==> src/rtl/i8008_pkg.sv <==
// i8008_pkg: shared types and defaults for the i8008 core and its bus interface.
package i8008_pkg;
    localparam int DEF_WIDTH = 8;
    localparam int DEF_ADDR_WIDTH = 14;
    typedef enum logic [2:0] {
        WAIT    = 3'b000,
        T2      = 3'b001,
        T1      = 3'b010,
        T1I     = 3'b011,
        T3      = 3'b100,
        T5      = 3'b101,
        STOPPED = 3'b110,
        T4      = 3'b111
    } state_t;
    typedef enum logic [1:0] {
        PCI = 2'b00,
        PCC = 2'b01,
        PCR = 2'b10,
        PCW = 2'b11
    } cycle_t;
    typedef enum logic [2:0] {
        IDLE,
        ADDR,
        RD_REQ,
        RD_DONE,
        WR_WAIT,
        WR_REQ
    } bus_state_t;
    function automatic logic is_read(cycle_t c);
        return c == PCI || c == PCR;
    endfunction
endpackage

==> src/rtl/i8008_addr_latch.sv <==
// i8008_addr_latch: low/high address and cycle-type registers with a shadow copy
// that parks the next cycle's address while a write is still outstanding.
module i8008_addr_latch import i8008_pkg::*; #(
    parameter int WIDTH = DEF_WIDTH,
    parameter int ADDR_WIDTH = DEF_ADDR_WIDTH
) (
    input  logic                  clk,
    input  logic                  rst,
    input  logic [WIDTH-1:0]      din,
    input  logic                  ld_lo,
    input  logic                  ld_hi,
    input  logic                  hold,
    input  logic                  apply,
    output logic [ADDR_WIDTH-1:0] addr,
    output cycle_t                cyc,
    output cycle_t                sh_cyc,
    output logic                  sh_lo_v,
    output logic                  sh_hi_v
);
    localparam int HW = ADDR_WIDTH - WIDTH;
    logic [WIDTH-1:0] lo, sh_lo;
    logic [HW-1:0] hi, sh_hi;
    cycle_t din_cyc;
    assign din_cyc = cycle_t'(din[WIDTH-1 -: 2]);
    assign addr = {hi, lo};
    always_ff @(posedge clk) begin
        if (rst) begin
            lo <= '0;
            hi <= '0;
            cyc <= PCI;
            sh_lo <= '0;
            sh_hi <= '0;
            sh_cyc <= PCI;
            sh_lo_v <= 1'b0;
            sh_hi_v <= 1'b0;
        end else begin
            if (ld_lo && hold) begin
                sh_lo <= din;
                sh_lo_v <= 1'b1;
            end else if (ld_lo) lo <= din;
            else if (apply && sh_lo_v) lo <= sh_lo;
            if (ld_hi && hold) begin
                sh_hi <= din[HW-1:0];
                sh_cyc <= din_cyc;
                sh_hi_v <= 1'b1;
            end else if (ld_hi) begin
                hi <= din[HW-1:0];
                cyc <= din_cyc;
            end else if (apply && sh_hi_v) begin
                hi <= sh_hi;
                cyc <= sh_cyc;
            end
            if (apply) begin
                sh_lo_v <= 1'b0;
                sh_hi_v <= 1'b0;
            end
        end
    end
endmodule

==> src/rtl/i8008_bus_if.sv <==
// i8008_bus_if: turns the core's multiplexed T-state bus into memory read/write
// requests and I/O strobes, throttling the core through READY.
module i8008_bus_if import i8008_pkg::*; #(
    parameter int WIDTH = DEF_WIDTH,
    parameter int ADDR_WIDTH = DEF_ADDR_WIDTH
) (
    input  logic                  clk,
    input  logic                  rst,
    input  logic [WIDTH-1:0]      D_out,
    input  logic                  Sync,
    input  state_t                state,
    output logic [WIDTH-1:0]      D_in,
    output logic                  READY,
    output logic [ADDR_WIDTH-1:0] mem_addr,
    output logic                  mem_rd,
    output logic                  mem_wr,
    output logic [WIDTH-1:0]      mem_wdata,
    input  logic [WIDTH-1:0]      mem_rdata,
    input  logic                  mem_ack,
    output logic                  io_valid,
    output logic [WIDTH-1:0]      io_addr,
    output logic [WIDTH-1:0]      io_data
);
    bus_state_t fsm, fsm_nx;
    cycle_t cyc, sh_cyc, d_cyc;
    logic ld_lo, ld_hi, t3, sh_lo_v, sh_hi_v, io_q;
    logic [WIDTH-1:0] rdata_q, wdata_q;
    assign ld_lo = Sync && (state == T1 || state == T1I);
    assign ld_hi = Sync && state == T2;
    assign t3 = state == T3;
    assign d_cyc = cycle_t'(D_out[WIDTH-1 -: 2]);
    i8008_addr_latch #(.WIDTH(WIDTH), .ADDR_WIDTH(ADDR_WIDTH)) u_latch (
        .clk(clk),
        .rst(rst),
        .din(D_out),
        .ld_lo(ld_lo),
        .ld_hi(ld_hi),
        .hold(fsm == WR_REQ && !mem_ack),
        .apply(fsm == WR_REQ && mem_ack),
        .addr(mem_addr),
        .cyc(cyc),
        .sh_cyc(sh_cyc),
        .sh_lo_v(sh_lo_v),
        .sh_hi_v(sh_hi_v)
    );
    // On write completion, resume whatever cycle the core started meanwhile.
    always_comb begin
        fsm_nx = fsm;
        unique case (fsm)
            IDLE:    fsm_nx = ld_lo ? ADDR : IDLE;
            ADDR:    fsm_nx = ld_hi ? (is_read(d_cyc) ? RD_REQ : WR_WAIT) : ADDR;
            RD_REQ:  fsm_nx = mem_ack ? RD_DONE : RD_REQ;
            RD_DONE: fsm_nx = t3 ? IDLE : RD_DONE;
            WR_WAIT: fsm_nx = t3 ? (cyc == PCW ? WR_REQ : IDLE) : WR_WAIT;
            WR_REQ:  fsm_nx = !mem_ack ? WR_REQ :
                              ld_hi ? (is_read(d_cyc) ? RD_REQ : WR_WAIT) :
                              ld_lo ? ADDR :
                              sh_hi_v ? (is_read(sh_cyc) ? RD_REQ : WR_WAIT) :
                              sh_lo_v ? ADDR : IDLE;
            default: fsm_nx = IDLE;
        endcase
    end
    always_ff @(posedge clk) begin
        if (rst) begin
            fsm <= IDLE;
            rdata_q <= '0;
            wdata_q <= '0;
            io_q <= 1'b0;
        end else begin
            fsm <= fsm_nx;
            if (fsm == RD_REQ && mem_ack) rdata_q <= mem_rdata;
            if (fsm == WR_WAIT && t3) wdata_q <= D_out;
            io_q <= fsm == WR_WAIT && t3 && cyc == PCC;
        end
    end
    assign READY = fsm == RD_DONE || fsm == WR_WAIT;
    assign mem_rd = fsm == RD_REQ;
    assign mem_wr = fsm == WR_REQ;
    assign D_in = fsm == RD_DONE ? rdata_q : '0;
    assign mem_wdata = wdata_q;
    assign io_valid = io_q;
    assign io_addr = mem_addr[WIDTH-1:0];
    assign io_data = wdata_q;
endmodule

==> config.mk <==
export PLATFORM = sky130hd
export DESIGN_NAME = i8008_bus_if
export DESIGN_NICKNAME = d
export VERILOG_FILES = /design/src/rtl/i8008_pkg.sv /design/src/rtl/i8008_addr_latch.sv /design/src/rtl/i8008_bus_if.sv
export SDC_FILE = /design/constraint.sdc
export NUM_CORES = 1
export LEC_CHECK = 0
export CAP_MARGIN = 20
export CORE_MARGIN = 2
export CORE_UTILIZATION = 35
export CTS_CLUSTER_DIAMETER = 100
export CTS_CLUSTER_SIZE = 25
export DETAILED_ROUTE_END_ITERATION = 7
export SLEW_MARGIN = 20
export SYNTH_ARGS = -nofsm -noshare
export SYNTH_HDL_FRONTEND = slang
export SYNTH_HIERARCHICAL = 1
export SYNTH_SLANG_ARGS = --single-unit
export TNS_END_PERCENT = 5
==> constraint.sdc <==
create_clock -name clk -period 4.65 [get_ports clk]
set_clock_uncertainty 0.1 [all_clocks]
set_input_delay 0.93 -clock clk [delete_from_list [all_inputs] [get_ports clk]]
set_output_delay 0.93 -clock clk [all_outputs]
set_load 0.02 [all_outputs]
==> impl_metrics.tcl <==
set metrics [dict create \
    synth_top_family_by_area "simple AND/OR/NAND/NOR gates" \
    fillers 737 \
    netlist_area_sq_um 2670 \
    initial_core_util_pct 36.4 \
    grt_util_all_layers_pct 16.1 \
    vias 2373 \
    setup_slack_ns 1.55 \
    gp_congestion 0.783 \
    hold_class "register to register" \
    synthSimpleGateAreaFrac_pct 26.2 \
    synth.area.mux_share_pct 3.00 \
    first_global_vias 2251 \
    cts_buffers 5 \
    synth_compound_area_share_pct 19.6 \
    grt_util_met2_pct 26.5 \
    antenna_cells 0 \
    wire_per_inst_um 14.5 \
    multiInputGateArea_sq_um 1310 \
    ys_seq_area_share_pct 40.5 \
    comb_power_share_pct 10.9 \
    dieArea_sq_um 8340 \
    swShare_pct 25.9 \
    grt_antenna_before_repair 0 \
    detail-route-antenna-nets 0 \
    first_pass_iters 4 \
    crit_arrival_ns 2.07 \
    drt-initial-drc-count 135 \
    register_area_sq_um 1080 \
    drv_cap 0 \
    dp_hpwl_mm 4.50 \
    numPortBuffers 72 \
    utilization_pct 46.2 \
    clock_sinks 54 \
    area_growth_pct 26.9 \
    syn_nets 343 \
    ys_types 38 \
    report.final.hold_viol_count 0 \
    total_power_mw 0.835 \
    finalSetupTns_ns 0 \
    post_cts_buffers 0 \
    max_freq_mhz 322 \
    peakVddDrop_uv 106 \
    yosysWarnings 6 \
    cts_resized 0 \
    yosys_register_bits 54 \
    io_pins 73 \
    clock_path_buffers 2 \
    core.rowCount 31 \
    critical_path_required_ns 3.62 \
    die_w_um 91.3 \
    cts.clk_slew.worst_paths_ns 0.10 \
    start_kind "register" \
    powerDensity_nw_per_um2 247 \
    synth_xor_area_share_pct 0 \
    p_clk_share_pct 32.0 \
    ctsHoldBuffers 0 \
    fin_crit_sh_pct 66.7 \
    grt_use_met3_pct 2.82 \
    route.detailed.drc 0 \
    use_met1_pct 21.3 \
    cts_tree "done" \
    avgSynthCellArea_sq_um 8.34 \
    status "completed" \
    cts.htree.levels 2 \
    grt_pass1_wl_mm 11.0 \
    synthAdderAreaFrac_pct 0 \
    cts_root_buffer "clkbuf_8" \
    min_period_ns 3.10 \
    drive_gt1_share_pct 6.59 \
    post_synth_inst_count 320 \
    nets 386 \
    power.leakage_nw 1.23 \
    drt_wl_total_mm 6.71 \
    endpoint_kind "output port" \
    critical_path_class "register to output port" \
    rsz0062_at_grt "false" \
    internal_power_mw 0.619 \
    via_per_inst 5.13 \
    p_seq_share_pct 57.1 \
    slew_viol_final 0 \
    grt.busiest_layer "met2" \
    grt-ovfl-total 0 \
    tightestPinTransition_ns 0.833 \
    post-place-ws_ns 1.52 \
    grt_start_max_net_pins 57 \
    clk_latency_ns 0.31 \
    cp_max_fo 9 \
    setup_violations 0 \
    switching_power_mw 0.216 \
    core_area_sq_um 7330 \
    relSlewSlack_pct 44.3 \
    die_h_um 91.3 \
]
==> area by class of cell <==
cell class / instances / area share (%)
repair buffers: 76 / 22.4
clock inverters: 3 / 0.628
clock buffers: 5 / 2.03
inverters: 7 / 0.776
well taps: 99 / 3.66
flip-flops and latches: 54 / 31.9
multi-input cells: 219 / 38.6
==> power by group through the flow <==
stage               Sequential, mW  Combinational, mW  Clock, mW
floorplan                    0.492             0.0397          0
global placement             0.487             0.0888          0
detailed placement           0.487             0.0893          0
CTS                          0.477             0.0898      0.276
global route                 0.478             0.0983      0.293
finish                       0.476             0.0913      0.267
==> through the flow <==
step	hold WS, ns	std cells	instance area, sq um
CTS	0.357	462	3360
finish	0.354	463	3380
floorplan	0.332	320	2670
global route	0.377	463	3380
global placement	0.337	454	3270
detailed placement	0.342	454	3270
==> path summary, 6_finish.rpt <==
kind / end / cells after the start / start / slack [ns]
setup / recovery: D_in[5] / 4 / fsm[1] / 1.55
hold / removal: rdata_q[4] / 2 / rdata_q[4] / 0.35
setup reg to reg: u_latch/hi[3] / 6 / fsm[2] / 2.56
hold reg to reg: rdata_q[4] / 2 / rdata_q[4] / 0.35
==> cells by family after synthesis <==
family                 count (synthesis)
multiplexers                           8
flip-flops                            54
AND/OR/NAND/NOR                      135
AO/OA/AOI/OAI                         76
buffers and inverters                 47
==> layer usage <==
metal / vias to the layer above / wire [um]
li1: 1198 / -
met1: 1104 / 3240
met2: 65 / 3110
met3: 6 / 298
met4: 0 / 57
met5: - / 0
==> state kept, by name, summed over array words and instances, names as in the netlist, 3 cells and up <==
signal and count:
u_latch/hi 6, u_latch/sh_lo 8, u_latch/lo 8, io_data 8, u_latch/sh_hi 6, fsm 3
rdata_q 8
==> critical path: stages (launching register included) <==
cell and delay, ns:
dfxtp_1 0.52, nand2_1 0.11, nor2_1 0.35, and2_1 0.19, clkdlybuf4s50_1 0.60
==> placed cells by master, fill, tap and decap left out, drive strengths merged <==
cell,n
nand2,56
nand4bb,1
a31oi,4
clkinv,2
a311oi,17
o32a,1
and4bb,1
mux2i,8
and2,10
and3,16
nand3b,1
clkdlybuf4s50,71
a211o,1
clkbuf,5
a211oi,16
nand2b,9
nor4b,2
o21bai,1
o211ai,1
o31ai,2
nand3,17
a21o,1
nor3b,2
inv,7
o21ai,3
clkinvlp,1
nor3,4
a21oi,28
dfxtp,54
nor2,15
a22o,1
and2b,1
buf,5
==> synthesized netlist by cell type <==
library cell	instances	area, sq um
and4bb_4	1	16.3
and2_1	10	62.6
and2b_2	1	8.76
buf_6	3	33.8
nand3_1	17	85.1
inv_1	7	26.3
nand4bb_1	1	11.3
nand2b_1	9	56.3
buf_2	10	50.1
o32a_1	1	10.0
a21oi_1	27	135
o211ai_1	1	7.51
a311oi_1	17	149
o31ai_2	1	12.5
clkbuf_1	7	26.3
nor3_1	4	20.0
nor2_2	1	6.26
a22o_1	1	8.76
a21o_1	1	7.51
mux2i_1	8	80.1
nand3b_1	1	7.51
nor3b_2	2	25.0
and3_1	16	100
nor4b_2	2	30.0
buf_4	19	143
o21ai_0	2	10.0
dfxtp_1	54	1080
clkbuf_2	1	5.00
o31ai_1	1	7.51
o21bai_1	1	7.51
nand2_1	55	206
a211oi_1	16	120
o21ai_1	1	5.00
nor2_1	14	52.6
a21oi_2	1	8.76
nand2_4	1	11.3
a31oi_1	4	25.0
a211o_1	1	8.76
Note: power is estimated with default switching activity, not from simulation.
